**src/rtl/uart_rx_fifo_if.sv**
```systemverilog
// Consumer-side FWFT stream of the UART receive FIFO.
// master: the FIFO drives outValid/outByte/outErr and samples outReady.
// slave:  the consumer samples outValid/outByte/outErr and drives outReady.
interface uart_rx_fifo_if;
  logic       outValid;
  logic       outReady;
  logic [7:0] outByte;
  logic       outErr;

  modport master (
    output outValid,
    output outByte,
    output outErr,
    input  outReady
  );

  modport slave (
    input  outValid,
    input  outByte,
    input  outErr,
    output outReady
  );
endinterface

```
**src/rtl/uart_rx_fifo.sv**
```systemverilog
// Purpose: circular FIFO capturing each rising edge of rxDone (byte rxOut) for a FWFT consumer.
// Latency: byte written at the edge that first samples rxDone high; outValid/count update in the next cycle.
// Backpressure: consumer stalls via outReady=0; when full, a new byte is dropped and overflow becomes sticky.
//
// Ports:
//   clk, reset       system clock, asynchronous active-high reset
//   rxDone/rxErr     receiver byte-complete level and its framing-error flag
//   rxOut            received byte
//   outIf (master)   outValid/outReady/outByte/outErr head-of-queue stream
//   count, full      occupancy (0..DEPTH) and count==DEPTH
//   overflow         sticky lost-byte flag, cleared by clearOverflow (a set in the same cycle wins)
//   errCount         saturating count of framing-errored bytes received
// Option: define UART_RX_FIFO_ERR_TAG_EN to store errored bytes with a tag bit presented on outErr;
//   without it errored bytes are dropped and outErr is tied to 0.
module uart_rx_fifo #(
  parameter int DEPTH = 16
) (
  input  logic                    clk,
  input  logic                    reset,
  input  logic                    rxDone,
  input  logic                    rxErr,
  input  logic [7:0]              rxOut,
  uart_rx_fifo_if.master          outIf,
  output logic [$clog2(DEPTH):0]  count,
  output logic                    full,
  output logic                    overflow,
  input  logic                    clearOverflow,
  output logic [7:0]              errCount
);

  localparam int ADDR_W = $clog2(DEPTH);
  localparam int CNT_W  = ADDR_W + 1;
`ifdef UART_RX_FIFO_ERR_TAG_EN
  localparam int ENTRY_W = 9;
`else
  localparam int ENTRY_W = 8;
`endif

  logic [ENTRY_W-1:0] mem [DEPTH];
  logic [CNT_W-1:0]   wp;
  logic [CNT_W-1:0]   rp;
  logic               rxDonePrev;
  logic               rxEdge;
  logic               pushReq;
  logic               pop;
  logic               doWrite;
  logic               ovfSet;
  logic [ENTRY_W-1:0] wrEntry;
  logic [ENTRY_W-1:0] headEntry;

  // rxDone is a level that can stay high for many cycles; only its rising edge is a new byte.
  assign rxEdge = rxDone & ~rxDonePrev;

`ifdef UART_RX_FIFO_ERR_TAG_EN
  assign pushReq      = rxEdge;
  assign wrEntry      = {rxErr, rxOut};
  assign outIf.outErr = headEntry[8];
`else
  assign pushReq      = rxEdge & ~rxErr;
  assign wrEntry      = rxOut;
  assign outIf.outErr = 1'b0;
`endif

  // Pointers carry one extra wrap bit so full (DEPTH) and empty (0) are distinguishable.
  assign count          = wp - rp;
  assign full           = (count == CNT_W'(DEPTH));
  assign outIf.outValid = (count != '0);
  assign pop            = outIf.outValid & outIf.outReady;

  // A pop in the same cycle frees the slot, so a push into a full FIFO still succeeds.
  assign doWrite = pushReq & (~full | pop);
  assign ovfSet  = pushReq & full & ~pop;

  assign headEntry     = mem[rp[ADDR_W-1:0]];
  assign outIf.outByte = headEntry[7:0];

  always_ff @(posedge clk) begin
    if (doWrite) begin
      mem[wp[ADDR_W-1:0]] <= wrEntry;
    end
  end

  always_ff @(posedge clk or posedge reset) begin
    if (reset) begin
      wp         <= '0;
      rp         <= '0;
      rxDonePrev <= 1'b1;   // a level already high at reset release is not a new byte
      overflow   <= 1'b0;
      errCount   <= '0;
    end else begin
      rxDonePrev <= rxDone;
      if (doWrite) begin
        wp <= wp + CNT_W'(1);
      end
      if (pop) begin
        rp <= rp + CNT_W'(1);
      end
      if (ovfSet) begin
        overflow <= 1'b1;
      end else if (clearOverflow) begin
        overflow <= 1'b0;
      end
      // Counts every errored byte, stored or not.
      if (rxEdge && rxErr && (errCount != 8'hFF)) begin
        errCount <= errCount + 8'd1;
      end
    end
  end

endmodule

```
**src/flat_wrapper.sv**
```systemverilog
// flat-port wrapper written by rule: the top's interface ports become plain ports
module uart_rx_fifo_flat 
#(
  parameter int DEPTH = 16
)
  (clk, reset, rxDone, rxErr, rxOut, count, full, overflow, clearOverflow, errCount, outIf_outValid, outIf_outByte, outIf_outErr, outIf_outReady);
  uart_rx_fifo_if outIf_i ();
  input  logic clk;
  input  logic reset;
  input  logic rxDone;
  input  logic rxErr;
  input  logic [7:0] rxOut;
  output logic [$clog2(DEPTH):0] count;
  output logic full;
  output logic overflow;
  input  logic clearOverflow;
  output logic [7:0] errCount;
  output wire logic [$bits(outIf_i.outValid)-1:0] outIf_outValid;
  output wire logic [$bits(outIf_i.outByte)-1:0] outIf_outByte;
  output wire logic [$bits(outIf_i.outErr)-1:0] outIf_outErr;
  input wire logic [$bits(outIf_i.outReady)-1:0] outIf_outReady;
  assign outIf_outValid = outIf_i.outValid;
  assign outIf_outByte = outIf_i.outByte;
  assign outIf_outErr = outIf_i.outErr;
  assign outIf_i.outReady = outIf_outReady;
  uart_rx_fifo #(.DEPTH(DEPTH)) u_core (.clk(clk), .reset(reset), .rxDone(rxDone), .rxErr(rxErr), .rxOut(rxOut), .outIf(outIf_i), .count(count), .full(full), .overflow(overflow), .clearOverflow(clearOverflow), .errCount(errCount));
endmodule
```
**config.mk**
```make
export PLATFORM = sky130hd
export DESIGN_NAME = uart_rx_fifo_flat
export DESIGN_NICKNAME = d
export VERILOG_FILES = /design/src/rtl/uart_rx_fifo_if.sv /design/src/rtl/uart_rx_fifo.sv /design/src/flat_wrapper.sv
export SDC_FILE = /design/constraint.sdc
export NUM_CORES = 1
export LEC_CHECK = 0
export ABC_CLOCK_PERIOD_IN_PS = 7000
export BUFFER_PORTS_ARGS = -buffer_cell sky130_fd_sc_hd__buf_2
export CORE_ASPECT_RATIO = 1.75
export CORE_UTILIZATION = 25
export CTS_CLUSTER_SIZE = 10
export DETAILED_ROUTE_END_ITERATION = 8
export MAX_ROUTING_LAYER = met4
export PLACE_DENSITY = 0.41
export SYNTH_ARGS = -nofsm -noshare
export SYNTH_HDL_FRONTEND = slang
export SYNTH_SLANG_ARGS = --single-unit
```
**constraint.sdc**
```tcl
create_clock -name clk -period 7 [get_ports clk]
set_input_delay 0 -clock clk [delete_from_list [all_inputs] [get_ports clk]]
set_output_delay 0 -clock clk [all_outputs]
set_load 0.05 [all_outputs]
```
==> metrics.cfg <==
[finish]
area_growth_pct = 18.48
diodes = 0
final_nets = 422
fillerInstances = 2347
fin_util = 0.3041
post_route_cells_drive_above_1_share = 0.2641

[timing]
slew_headroom = 0.3109
fmax_mhz = 240.6
setup_tns_ns = 0
hold_viol = 0
finalCritPeriodShare = 0.5938
fin_crit_ns = 4.157
finalMaxSlewViolations = 0
rsz0062_at_grt = false
skew_ns = 0.005456
setup_viol = 0
tightest_slew_ns = 1.034

[power]
p_switching_mw = 1.426
p_seq_frac = 0.323
peakVddDrop_uv = 174.0
p_total_mw = 3.490
swShare = 0.4085
internal_power_mw = 2.064
clkPwrFrac = 0.266
power_density_nw_per_um2 = 476.0
combinationalPowerShare = 0.411
p_leak_nw = 2.602

[detailed_routing]
vias = 3270
drtPass1Iterations = 4
drc_errors = 0
wirelength_um = 16500
viasPerCell = 4.561
ant_nets = 0
post_drt_wl_per_cell_um = 23.01
drtIter0Drc = 241

[logic_synthesis]
async_reset_ff_frac = 0.1351
synth_cells = 350
synth.most_common_cell = edfxtp_1
synthFlopType = edfxtp_1
avgSynthCellArea_um2 = 17.68
ys_top_cells_by_count = edfxtp_1, nand2_1, mux4_2, and3_1, dfrtp_1
syn_nets = 375
ys_seq_area_frac = 0.7020
synth_top_area_share = 0.6210
yosys-top-cells-area = edfxtp_1, mux4_2, dfrtp_1
synth_edf_count = 128
synth.distinct_cells = 49
yosys.area.top_type = edfxtp_1
netlist_area_um2 = 6190
yosys_warnings = 0
synth-seq-cells = 148

[floorplanning]
die_w_um = 120.9
die_area_um2 = 25420
fp.dieH_um = 210.2
core_um2 = 24120
rows = 75
initial_utilization = 0.2567
io_pins = 39

[clock_tree]
ctsHoldBuffers = 4
cts_buffers = 17
htree_levels = 4
cts_sinks = 148
clock_latency_ns = 0.42
root_buffer = clkbuf_16
cts_resized = 0
post-cts-setup-buffers = 0
tritoncts = built
clkSlewWorstSetupHoldPaths_ns = 0.06
clk_path_buf_depth = 2

[setup_path]
critical_path.endpoint_type = flop
critPathRequiredTime_ns = 7.08
critical_path_class = reg2reg
path_max_fanout = 26
start_kind = flop
r2r_slack_ns = 2.84
critical_path_arrival_ns = 4.24
rr_endpoint = u_core.mem[13][7]$_DFFE_PP_
timing.rr.start = u_core.rp[2]$_DFFE_PP0P_
reg2reg_depth = 7

[global_route]
grt_overflow = 0
gr-usage-all-layers = 0.1422
grt_pass1_wl_um = 24000
antenna_found_initial = 0
grt_pass1_vias = 3635
grt_max_degree = 37

[place]
portBuffers = 37
gp_congestion = 0.8225
hpwl_um = 11980

[min_path]
hold_depth = 1
hold_class = in2reg
worstHoldEndpoint = u_core.mem[0][1]$_DFFE_PP_
holdCritStartpoint = rxOut[1]

[outcome]
outcome = complete, no violations

[job]
drv_cap = 0

==> how the worst max path moves through the flow <==
| stage | slack [ns] | from | endpoint |
|---|---|---|---|
| 4_1_cts | 2.84 | u_core.rp[2]$_DFFE_PP0P_ | u_core.mem[14][0]$_DFFE_PP_ |
| 3_5_place_dp | 2.86 | u_core.rp[2]$_DFFE_PP0P_ | u_core.mem[14][1]$_DFFE_PP_ |
| 2_1_floorplan | 3.38 | u_core.rp[2]$_DFFE_PP0P_ | u_core.mem[0][0]$_DFFE_PP_ |
| 5_1_grt | 2.55 | u_core.rp[2]$_DFFE_PP0P_ | u_core.mem[9][6]$_DFFE_PP_ |
| 3_3_place_gp | 2.84 | u_core.rp[2]$_DFFE_PP0P_ | u_core.mem[13][1]$_DFFE_PP_ |
| 6_report | 2.84 | u_core.rp[2]$_DFFE_PP0P_ | u_core.mem[13][7]$_DFFE_PP_ |
==> cells in the final DEF (no fill, tap or decap), types with 4 or more instances in the layout <==
cell,n
a31oi_1,8
and3_1,20
buf_2,37
bufinv_16,4
clkbuf_16,17
clkinv_1,5
dfrtp_1,18
dlygate4sd3_1,4
edfxtp_1,128
ha_1,10
inv_1,11
mux4_2,32
nand2_1,37
nand4_1,4
nor2_1,6
xnor2_1,10
xor2_1,6
==> registers in the layout (all words and copies together) (netlist names) <==
register	count
u_core.wp	5
u_core.errCount	8
u_core.rxDonePrev	1
u_core.rp	5
u_core.mem	128
u_core.overflow	1
==> critical path, stage by stage (launching register included) <==
cell	delay (ns)
dfrtp_1	1.02
inv_1	0.39
ha_1	0.48
a21oi_1	0.25
a211oi_2	0.12
nor2_2	0.34
o31a_1	0.65
and4_1	0.54
==> cells by family (layout without fill, tap and decap cells) <==
kind of cell | count (synthesis) | in the layout | synth area share
mux | 35 | 35 | 0.1225
simple gates | 85 | 85 | 0.07237
buf+inv | 28 | 87 | 0.02062
fa+ha+maj | 11 | 11 | 0.02345
compound gates | 23 | 23 | 0.02790
xor+xnor | 19 | 19 | 0.03052
other cells | 1 | 1 | 0.0006058
flops | 148 | 148 | 0.7020
==> final cells by class <==
class	count	area (um^2)	share of cell area
sequential	148	4347	0.5927
multi-input combinational	174	1717	0.2341
clock buffer	19	432.9	0.05903
tap	308	385.4	0.05255
timing repair buffer	43	240.2	0.03276
clock inverter	12	162.7	0.02218
inverter	13	48.80	0.006654
==> power by group through the flow <==
stage | registers, mW | logic (mW) | clock network [mW]
after detailed placement | 1.15 | 1.46 | 0
after floorplan | 1.13 | 1.08 | 0
after global placement | 1.14 | 1.46 | 0
after global routing | 1.14 | 1.54 | 0.983
final | 1.13 | 1.43 | 0.929
after CTS | 1.13 | 1.47 | 0.952
==> metal layers <==
| metal | track usage | wire [um] | up-vias |
|---|---|---|---|
| met5 | - | 0 | - |
| met2 | 0.2755 | 9905 | 96 |
| met1 | 0.1289 | 5565 | 1695 |
| met3 | 0.02922 | 575 | 24 |
| met4 | 0.06386 | 450 | 0 |
| li1 | - | - | 1455 |
==> stage by stage <==
stage	setup slack, ns	std cells	instance area, um^2	hold WS, ns
6_report	2.843	717	7333	0.01910
5_1_grt	2.550	717	7333	0.01836
4_1_cts	2.845	717	7333	0.006219
3_5_place_dp	2.857	682	6698	0.1305
3_3_place_gp	2.845	682	6698	0.1279
2_1_floorplan	3.385	350	6190	-0.03691
Note: power is estimated with default switching activity, not from simulation.
